<file path="src/rtl/bcd_game_timer_if.sv">
// Control/status bundle between the game FSM (master) and the BCD timer (slave).
// The game FSM drives the load/start/pause controls. The timer returns the packed-BCD
// count and its status strobes.
interface bcd_game_timer_if #(
  parameter int DIGITS = 2
);

  logic                  Load;
  logic [4*DIGITS-1:0]   LoadValue;
  logic                  Start;
  logic                  Pause;
  logic                  CountUp;

  logic [4*DIGITS-1:0]   Digits;
  logic                  Tick;
  logic                  Running;
  logic                  Done;
  logic                  Expired;

  // Game FSM side
  modport master (
    output Load, LoadValue, Start, Pause, CountUp,
    input  Digits, Tick, Running, Done, Expired
  );

  // Timer side
  modport slave (
    input  Load, LoadValue, Start, Pause, CountUp,
    output Digits, Tick, Running, Done, Expired
  );

endinterface

</file>
<file path="src/rtl/bcd_game_timer.sv">
// BCD game timer: a DIGITS-digit packed-BCD counter with a built-in tick divider.
// It counts down from the Limit register to zero, or up from zero to Limit.
// It supports pause, runtime load of Limit, and a one-cycle Done pulse on reaching the end.
// Digits are registered and feed the HEX display decoders directly.
module bcd_game_timer #(
  parameter int                  CLK_FREQ    = 50_000_000,
  parameter int                  TICK_FREQ   = 1,
  parameter int                  DIGITS      = 2,
  parameter logic [4*DIGITS-1:0] DEFAULT_BCD = (4*DIGITS)'(32'h60)
) (
  input  logic                 CLOCK_50,
  input  logic                 Reset,
  bcd_game_timer_if.slave      bus
);

  localparam int W        = 4 * DIGITS;
  localparam int DIV      = CLK_FREQ / TICK_FREQ;
  localparam int DIVW     = (DIV > 1) ? $clog2(DIV) : 1;
  localparam logic [DIVW-1:0] DIV_LAST = DIVW'(DIV - 1);

  typedef enum logic [1:0] {
    IDLE,
    RUN,
    PAUSED,
    EXPIRED
  } state_t;

  // Force every nibble into 0..9 so that a bad load value can never reach the display.
  function automatic logic [W-1:0] clampBcd(input logic [W-1:0] v);
    logic [W-1:0] r;
    r = v;
    for (int i = 0; i < DIGITS; i++) begin
      if (v[4*i +: 4] > 4'd9) begin
        r[4*i +: 4] = 4'd9;
      end
    end
    return r;
  endfunction

  // Ripple-borrow decrement. A zero digit wraps to 9 and passes the borrow upward.
  function automatic logic [W-1:0] bcdDec(input logic [W-1:0] v);
    logic [W-1:0] r;
    logic         borrow;
    r      = v;
    borrow = 1'b1;
    for (int i = 0; i < DIGITS; i++) begin
      if (borrow) begin
        if (v[4*i +: 4] == 4'd0) begin
          r[4*i +: 4] = 4'd9;
        end else begin
          r[4*i +: 4] = v[4*i +: 4] - 4'd1;
          borrow      = 1'b0;
        end
      end
    end
    return r;
  endfunction

  // Ripple-carry increment. A digit at 9 (or above) wraps to 0 and passes the carry upward.
  function automatic logic [W-1:0] bcdInc(input logic [W-1:0] v);
    logic [W-1:0] r;
    logic         carry;
    r     = v;
    carry = 1'b1;
    for (int i = 0; i < DIGITS; i++) begin
      if (carry) begin
        if (v[4*i +: 4] >= 4'd9) begin
          r[4*i +: 4] = 4'd0;
        end else begin
          r[4*i +: 4] = v[4*i +: 4] + 4'd1;
          carry       = 1'b0;
        end
      end
    end
    return r;
  endfunction

  // The reset value is clamped as well, so a malformed DEFAULT_BCD still shows legal digits.
  localparam logic [W-1:0] RESET_BCD = clampBcd(DEFAULT_BCD);

  state_t         state_q;
  logic [W-1:0]   limit_q;
  logic [W-1:0]   digits_q;
  logic [DIVW-1:0] div_q;
  logic           countUp_q;
  logic           tick_q;
  logic           done_q;

  logic [W-1:0]   loadValue_d;
  logic [W-1:0]   startDigits_d;
  logic [W-1:0]   startTerm_d;
  logic [W-1:0]   terminal_d;
  logic [W-1:0]   stepped_d;

  // Candidate values for the next edge: the clamped load, the start point and end point
  // of a fresh count, the current end point, and the count after one step.
  always_comb begin
    loadValue_d   = clampBcd(bus.LoadValue);
    startDigits_d = bus.CountUp ? '0 : limit_q;
    startTerm_d   = bus.CountUp ? limit_q : '0;
    terminal_d    = countUp_q ? limit_q : '0;
    stepped_d     = countUp_q ? bcdInc(digits_q) : bcdDec(digits_q);
  end

  // Timer FSM. Each edge takes the first that applies of: reset, load, start, pause, tick.
  always_ff @(posedge CLOCK_50) begin
    if (!Reset) begin
      state_q   <= IDLE;
      limit_q   <= RESET_BCD;
      digits_q  <= RESET_BCD;
      div_q     <= '0;
      countUp_q <= 1'b0;
      tick_q    <= 1'b0;
      done_q    <= 1'b0;
    end else begin
      tick_q <= 1'b0;
      done_q <= 1'b0;
      if (bus.Load) begin
        limit_q  <= loadValue_d;
        digits_q <= loadValue_d;
        div_q    <= '0;
        state_q  <= IDLE;
      end else if (bus.Start) begin
        countUp_q <= bus.CountUp;
        div_q     <= '0;
        digits_q  <= startDigits_d;
        if (startDigits_d == startTerm_d) begin
          state_q <= EXPIRED;
          done_q  <= 1'b1;
        end else begin
          state_q <= RUN;
        end
      end else begin
        case (state_q)
          RUN: begin
            if (bus.Pause) begin
              state_q <= PAUSED;
            end else if (div_q == DIV_LAST) begin
              div_q    <= '0;
              tick_q   <= 1'b1;
              digits_q <= stepped_d;
              if (stepped_d == terminal_d) begin
                state_q <= EXPIRED;
                done_q  <= 1'b1;
              end
            end else begin
              div_q <= div_q + DIVW'(1);
            end
          end
          PAUSED: begin
            if (!bus.Pause) begin
              state_q <= RUN;
            end
          end
          default: begin
            state_q <= state_q;
          end
        endcase
      end
    end
  end

  assign bus.Digits  = digits_q;
  assign bus.Tick    = tick_q;
  assign bus.Done    = done_q;
  assign bus.Running = (state_q == RUN);
  assign bus.Expired = (state_q == EXPIRED);

endmodule
</file>
<file path="src/flat_wrapper.sv">
// flat-port wrapper written by rule: the top's interface ports become plain ports
module bcd_game_timer_flat 
#(
  parameter int                  CLK_FREQ    = 50_000_000,
  parameter int                  TICK_FREQ   = 1,
  parameter int                  DIGITS      = 2,
  parameter logic [4*DIGITS-1:0] DEFAULT_BCD = (4*DIGITS)'(32'h60)
)
  (CLOCK_50, Reset, bus_Load, bus_LoadValue, bus_Start, bus_Pause, bus_CountUp, bus_Digits, bus_Tick, bus_Running, bus_Done, bus_Expired);
  bcd_game_timer_if #(.DIGITS(DIGITS)) bus_i ();
  input  logic CLOCK_50;
  input  logic Reset;
  input wire logic [$bits(bus_i.Load)-1:0] bus_Load;
  input wire logic [$bits(bus_i.LoadValue)-1:0] bus_LoadValue;
  input wire logic [$bits(bus_i.Start)-1:0] bus_Start;
  input wire logic [$bits(bus_i.Pause)-1:0] bus_Pause;
  input wire logic [$bits(bus_i.CountUp)-1:0] bus_CountUp;
  output wire logic [$bits(bus_i.Digits)-1:0] bus_Digits;
  output wire logic [$bits(bus_i.Tick)-1:0] bus_Tick;
  output wire logic [$bits(bus_i.Running)-1:0] bus_Running;
  output wire logic [$bits(bus_i.Done)-1:0] bus_Done;
  output wire logic [$bits(bus_i.Expired)-1:0] bus_Expired;
  assign bus_i.Load = bus_Load;
  assign bus_i.LoadValue = bus_LoadValue;
  assign bus_i.Start = bus_Start;
  assign bus_i.Pause = bus_Pause;
  assign bus_i.CountUp = bus_CountUp;
  assign bus_Digits = bus_i.Digits;
  assign bus_Tick = bus_i.Tick;
  assign bus_Running = bus_i.Running;
  assign bus_Done = bus_i.Done;
  assign bus_Expired = bus_i.Expired;
  bcd_game_timer #(.CLK_FREQ(CLK_FREQ), .TICK_FREQ(TICK_FREQ), .DIGITS(DIGITS), .DEFAULT_BCD(DEFAULT_BCD)) u_core (.CLOCK_50(CLOCK_50), .Reset(Reset), .bus(bus_i));
endmodule
</file>
<file path="config.mk">
export PLATFORM = sky130hd
export DESIGN_NAME = bcd_game_timer_flat
export DESIGN_NICKNAME = d
export VERILOG_FILES = /design/src/rtl/bcd_game_timer_if.sv /design/src/rtl/bcd_game_timer.sv /design/src/flat_wrapper.sv
export SDC_FILE = /design/constraint.sdc
export NUM_CORES = 1
export LEC_CHECK = 0
export BUFFER_PORTS_ARGS = -buffer_cell sky130_fd_sc_hd__clkbuf_2
export CORE_ASPECT_RATIO = 1.5
export CORE_MARGIN = 2
export CORE_UTILIZATION = 55
export CTS_CLUSTER_SIZE = 10
export DETAILED_ROUTE_END_ITERATION = 8
export PLACE_DENSITY_LB_ADDON = 0.15
export SYNTH_ARGS = -nofsm -noshare
export SYNTH_HDL_FRONTEND = slang
export SYNTH_SLANG_ARGS = --single-unit
export TNS_END_PERCENT = 100
</file>
<file path="constraint.sdc">
create_clock -name CLOCK_50 -period 6.8 [get_ports CLOCK_50]
set_input_delay 0.68 -clock CLOCK_50 [delete_from_list [all_inputs] [get_ports CLOCK_50]]
set_output_delay 0.68 -clock CLOCK_50 [all_outputs]
set_load 0.05 [all_outputs]
</file>
* Word-level counts from Yosys, hierarchy flattened
Cells that the tools add are included.
Storage, ports and cells: bits in registers 47, input bits 14, output and inout bits 12, logic and storage cells 76
Operators by class: $add $sub $neg 5, magnitude comparators 4, equality and inequality tests 10, multiplexer cells 34, bitwise gates (word level) 4, reduce and logical (&&, ||, !) cells 12
Operators with widths (count):
- two-way mux 8 bit | 9
- two-way mux 4 bit | 8
- adder 26 x 1 -> 26 bit (second input constant) | 1
- == test 26 bit (second input constant) | 1
- two-way mux 26 bit | 1
- == test 8 bit | 2
- two-way mux 2 bit | 6
- two-way mux 1 bit | 9
- nonzero test 3 bit | 3
- adder 4 x 1 -> 4 bit (second input constant) | 2
- >= comparator 4 bit (second input constant) | 2
- > comparator 4 bit (second input constant) | 2
- zero test 4 bit | 2
- != test 4 x 3 -> 1 bit (second input constant) | 2
- subtractor 4 x 1 -> 4 bit (second input constant) | 2
- != test 3 bit (second input constant) | 2
- OR reduction 5 bit | 1
- == test 2 bit (second input constant) | 2
- NOT 1 bit | 4
- one-hot mux 2 bit (2 select lines) | 1
- AND reduction 2 bit | 2
- AND reduction 4 bit | 1
- AND reduction 3 bit | 1
- OR reduction 3 bit | 1
- other kinds (2) | 2

* Depth between registers and ports, before layout
word-level depth 10, depth in mapped cells 10, depth with buffers taken out 9

* Least setup slack after synthesis
No wires, ideal clock.
path kind flip-flop to flip-flop, start register u_core.digits_q[1] (netlist: u_core.bus.Digits[1]), end register u_core.done_q (netlist: u_core.bus.Done), arrival time 2.785 ns, data required time 6.713 ns, slack 3.928 ns, stages on the path, launching flop included 10, cell sequence dfxtp_1 -> inv_1 -> ha_1 -> or3b_2 -> a21boi_0 -> xnor2_1 -> a41oi_1 -> or3_1 -> a211o_1 -> o31ai_1
Between the ends: cells in the longest elaborated chain, start to end 10, elaborated cells between the ends (all ways) 17, those cells by class 2 x add/sub; 1 x order compare; 1 x eq/ne; 12 x mux; 1 x reduce/logical
Ends and longest elaborated chain:
- from (decl) | RTL line bcd_game_timer.sv:83 | logic [W-1:0] digits_q;
- from (signal assigned) | RTL line bcd_game_timer.sv:120 | digits_q <= loadValue_d;
- from (signal assigned) | RTL line bcd_game_timer.sv:126 | digits_q <= startDigits_d;
- from (signal assigned) | RTL line bcd_game_timer.sv:141 | digits_q <= stepped_d;
- >= comparator 4 bit / zero test 4 bit (equally long branches) | RTL line bcd_game_timer.sv:67, bcd_game_timer.sv:48
- two-way mux 1 bit (on tied branches) | RTL line bcd_game_timer.sv:67, bcd_game_timer.sv:48
- two-way mux 4 bit (on tied branches) | RTL line bcd_game_timer.sv:66, bcd_game_timer.sv:47
- two-way mux 8 bit * | RTL line bcd_game_timer.sv:102 | stepped_d = countUp_q ? bcdInc(digits_q) : bcdDec(digits_q);
- == test 8 bit * | RTL line bcd_game_timer.sv:142 | if (stepped_d == terminal_d) begin
- two-way mux 1 bit * | RTL line bcd_game_timer.sv:142
- two-way mux 1 bit * | RTL line bcd_game_timer.sv:138 | end else if (div_q == DIV_LAST) begin
- two-way mux 1 bit * | RTL line bcd_game_timer.sv:136 | if (bus.Pause) begin
- two-way mux 1 bit * | RTL line bcd_game_timer.sv:134 | case (state_q)
- two-way mux 1 bit * | RTL line bcd_game_timer.sv:123 | end else if (bus.Start) begin
- to (signal assigned) | RTL line bcd_game_timer.sv:117 | done_q <= 1'b0;
- to (signal assigned) | RTL line bcd_game_timer.sv:129 | done_q <= 1'b1;
- to (signal assigned) | RTL line bcd_game_timer.sv:144 | done_q <= 1'b1;
- to (decl) | RTL line bcd_game_timer.sv:87 | logic done_q;
Every way passes the cells marked *; elsewhere a longest branch is shown, timed or not. A chain may end at the register's enable or synchronous reset.

* Worst setup path after layout
start register u_core.digits_q[0] (netlist: u_core.bus.Digits[0]), end register u_core.done_q (netlist: u_core.bus.Done)
Same word-level chain as after synthesis.

==> metrics.md <==
| Metric | Value |
|---|---|
| Critical Path Start Type | flip-flop |
| Final non-filler cell total | 443 |
| Leakage | 1.14 nW |
| Inst Count DP | 435 |
| CTS HTree Levels | 2 |
| Core Region | 5080 um2 |
| Post-CTS setup repair buffer count | 0 |
| Vias in the first global route | 2,477 |
| Yosys top cell by area | dfxtp_1 |
| Count of TritonRoute iterations in the first routing pass | 4 |
| Mean Syn Cell Area | 7.91 um2 |
| Initial antenna violation count | 0 |
| Post_cts resized | 0 |
| Worst path slowest cell | or3b_2 |
| Crit path largest cell delay | 520 ps |
| Syn nets | 382 |
| Fin crit period | 2910 ps |
| Hold Crit Class | flip-flop to flip-flop |
| Fillers | 494 |
| RSZ-0062 raised after global routing | no |
| TritonCTS Buffers | 5 |
| Number of synthesized flops with an enable pin | 0 |
| Port bufs | 25 |
| Total Routed Length | 6630 um |
| Worst-Margin Slew | 869 ps |
| Outcome | complete, no violations |
| Crit path required time | 7020 ps |
| Initial DRC count | 112 |
| Total number of yosys warnings | 0 |
| Post-DR wirelength/cell | 15.0 um |
| Final Max Slew Viols | 0 |
| Initial core utilization | 56.0% |
| Seq cells post-synth | 47 |
| Max-cap check violation count | 0 |
| Clock sink total | 47 |
| Yosys top cell area share | 33.0% |
| Commonest non-fill, non-tap cell in the layout | dfxtp_1 |
| DPL Wire Length | 4920 um |
| Area contributors post-synth | dfxtp_1, xor2_1, nor2_1 |
| CP Buf/Inv Count | 1 |
| Fraction of layout cells with a size suffix above 1 | 11.5% |
| GPL Wtd Cong | 0.916 |
| IO Count | 26 |
| Final #Nets | 396 |
| Setup crit end kind | flip-flop |
| DIE HEIGHT | 92.1 um |
| Total Negative Setup Slacks | 0 ps |
| Number of antenna diodes | 0 |
| Die ar. | 5780 um2 |
| CTS Buffer Depth | 2 |
| Synth Instances | 360 |
| Drc violations | 0 |
| Worst skew pair latency | 310 ps |
| Ys flop type | dfxtp_1 |
| Setup violations, final | 0 |
| Clock Skews | 9.83 ps |
| Crit-path leading delay family | compound AO/OA/AOI/OAI gates |
| Root Buffer | clkbuf_8 |
| Fmax | 0.344 GHz |
| Post-synth ARST share | 0% |
| Distinct cell type count of the synthesized netlist | 54 |
| Clock slew seen by the registers of the worst setup and hold paths | 100 ps |
| Vias per cell | 5.87 |
| WS Path Type | flip-flop to flip-flop |
| Core Rows | 32 |
| Crit path arrival time | 3120 ps |
| Largest net degree at the start of global routing | 29 |
| VDD IR max | 0.108 mV |
| Cell Area, Synth | 2850 um2 |
| Most frequent cells in the layout | dfxtp_1, nor2_1, nand2_1 |
| Die width | 62.8 um |
| Final antenna-violating net count | 0 |
| Gr ovfl total | 0 |
| Final hold violations | 0 |
| Final period util | 42.8% |
| CTS tree | built |
| Cell Chain, Critical Path | inv_1, ha_1, or3b_2, a21boi_0, xnor2_1, a41oi_1, or3_1, a211o_1, o31ai_1 |
| Relative slew slack | 42.0% |
| Via count | 2,600 |
| Sequential-to-total area share from yosys stat | 33.0% |
| Worst-path maximum fanout | 10 |
| Pwr Density | 190 nW/um2 |
| CTS Hold Bufs | 0 |
| Total GRT Usage | 24.0% |
| First-pass GRT wire length | 11,200 um |
| Synth-to-layout area growth | 8.08% |
## per-layer routing
| metal | up-vias | track usage [%] | share of wire [%] |
|---|---|---|---|
| li1 | 1315 | - | - |
| met1 | 1219 | 24.9 | 39 |
| met2 | 47 | 45.7 | 54 |
| met3 | 19 | 3.07 | 2.7 |
| met4 | 0 | 13.1 | 4.3 |
| met5 | - | 0 | 0 |
## cells by family (layout without fill, tap and decap cells)
group / count (synthesis) / after routing / synth area share [%]
multiplexers: 6 / 6 / 2.11
AO/OA/AOI/OAI: 83 / 83 / 19.2
XOR/XNOR: 26 / 26 / 7.99
adder cells (fa/ha/maj): 9 / 9 / 3.86
buffers and inverters: 30 / 45 / 4.26
flip-flops: 47 / 47 / 33.0
AND/OR/NAND/NOR: 159 / 159 / 29.5
## Yosys cell counts (2+ instances only)
master and instances:
nor4_1 4, o211ai_1 2, o21ai_0 21, inv_1 12
nor4b_1 4, o31ai_1 5, xor2_1 16, a21oi_1 16
a21boi_0 4, nor2_1 37, nand3_1 16, a21o_1 3
and2_1 5, or3_1 3, a211o_1 3, nor3_1 6
nand2b_1 7, and4_1 2, or2_2 2, clkbuf_1 16
xnor2_1 10, dfxtp_1 47, and3_1 6, or3b_1 2
mux2i_1 6, nand3b_1 2, a31oi_1 7, ha_1 8
nor2b_1 10, a211oi_1 4, nand2_1 35, nor3_2 2
nand4_1 10, o22ai_1 2, o22a_1 2, o21bai_1 4
a22oi_1 2
## power breakdown
part / total [mW] / internal [mW] / switching, mW / leakage (nW)
sequential: 0.300 / 0.282 / 0.0176 / 0.383
clock: 0.182 / 0.0763 / 0.106 / 0.0467
combinational: 0.104 / 0.0401 / 0.0642 / 0.708
## sequential cells by signal, summed over array words and instances, names as in the netlist
signal	cells
u_core.limit_q	8
u_core.bus.Done	1
u_core.bus.Tick	1
u_core.bus.Digits	8
u_core.div_q	26
u_core.state_q	2
u_core.countUp_q	1
## path summary, 6_finish.rpt
kind / startpoint / end / slack, ps / depth (start not counted)
worst max-delay path: u_core.bus.Digits[0] / u_core.bus.Done / 3890 / 9
worst min-delay path: u_core.div_q[23] / u_core.div_q[23] / 510 / 2
worst max register to register: u_core.bus.Digits[0] / u_core.bus.Done / 3890 / 9
worst min register to register: u_core.div_q[23] / u_core.div_q[23] / 510 / 2
## worst min-delay path: stages (launching register included)
cell     delay, ps
dfxtp_1        340
nand3_1         60
o21ai_0         60
## metrics by stage
step	setup slack (ps)	hold slack, ps	cell area [um2]	util (%)	total power, mW
after global routing	3680	543	3080	60.6	0.617
after global placement	4080	479	2980	58.7	0.409
after detailed placement	3930	497	2980	58.7	0.409
after CTS	3890	514	3080	60.6	0.592
final	3890	505	3080	60.6	0.586
after floorplan	3930	456	2850	-	0.383
## area by class of cell
class                      instances  area [um2]  area share, %
clock buffer                       5        68.8           2.23
clock inverter                     3        27.5          0.894
inverter                          12        45.0           1.46
multi-input combinational        283        1790           58.0
sequential                        47         941           30.6
tap                               68        85.1           2.76
timing repair buffer              25         125           4.06
No activity file was read; power rests on OpenSTA's default activity.
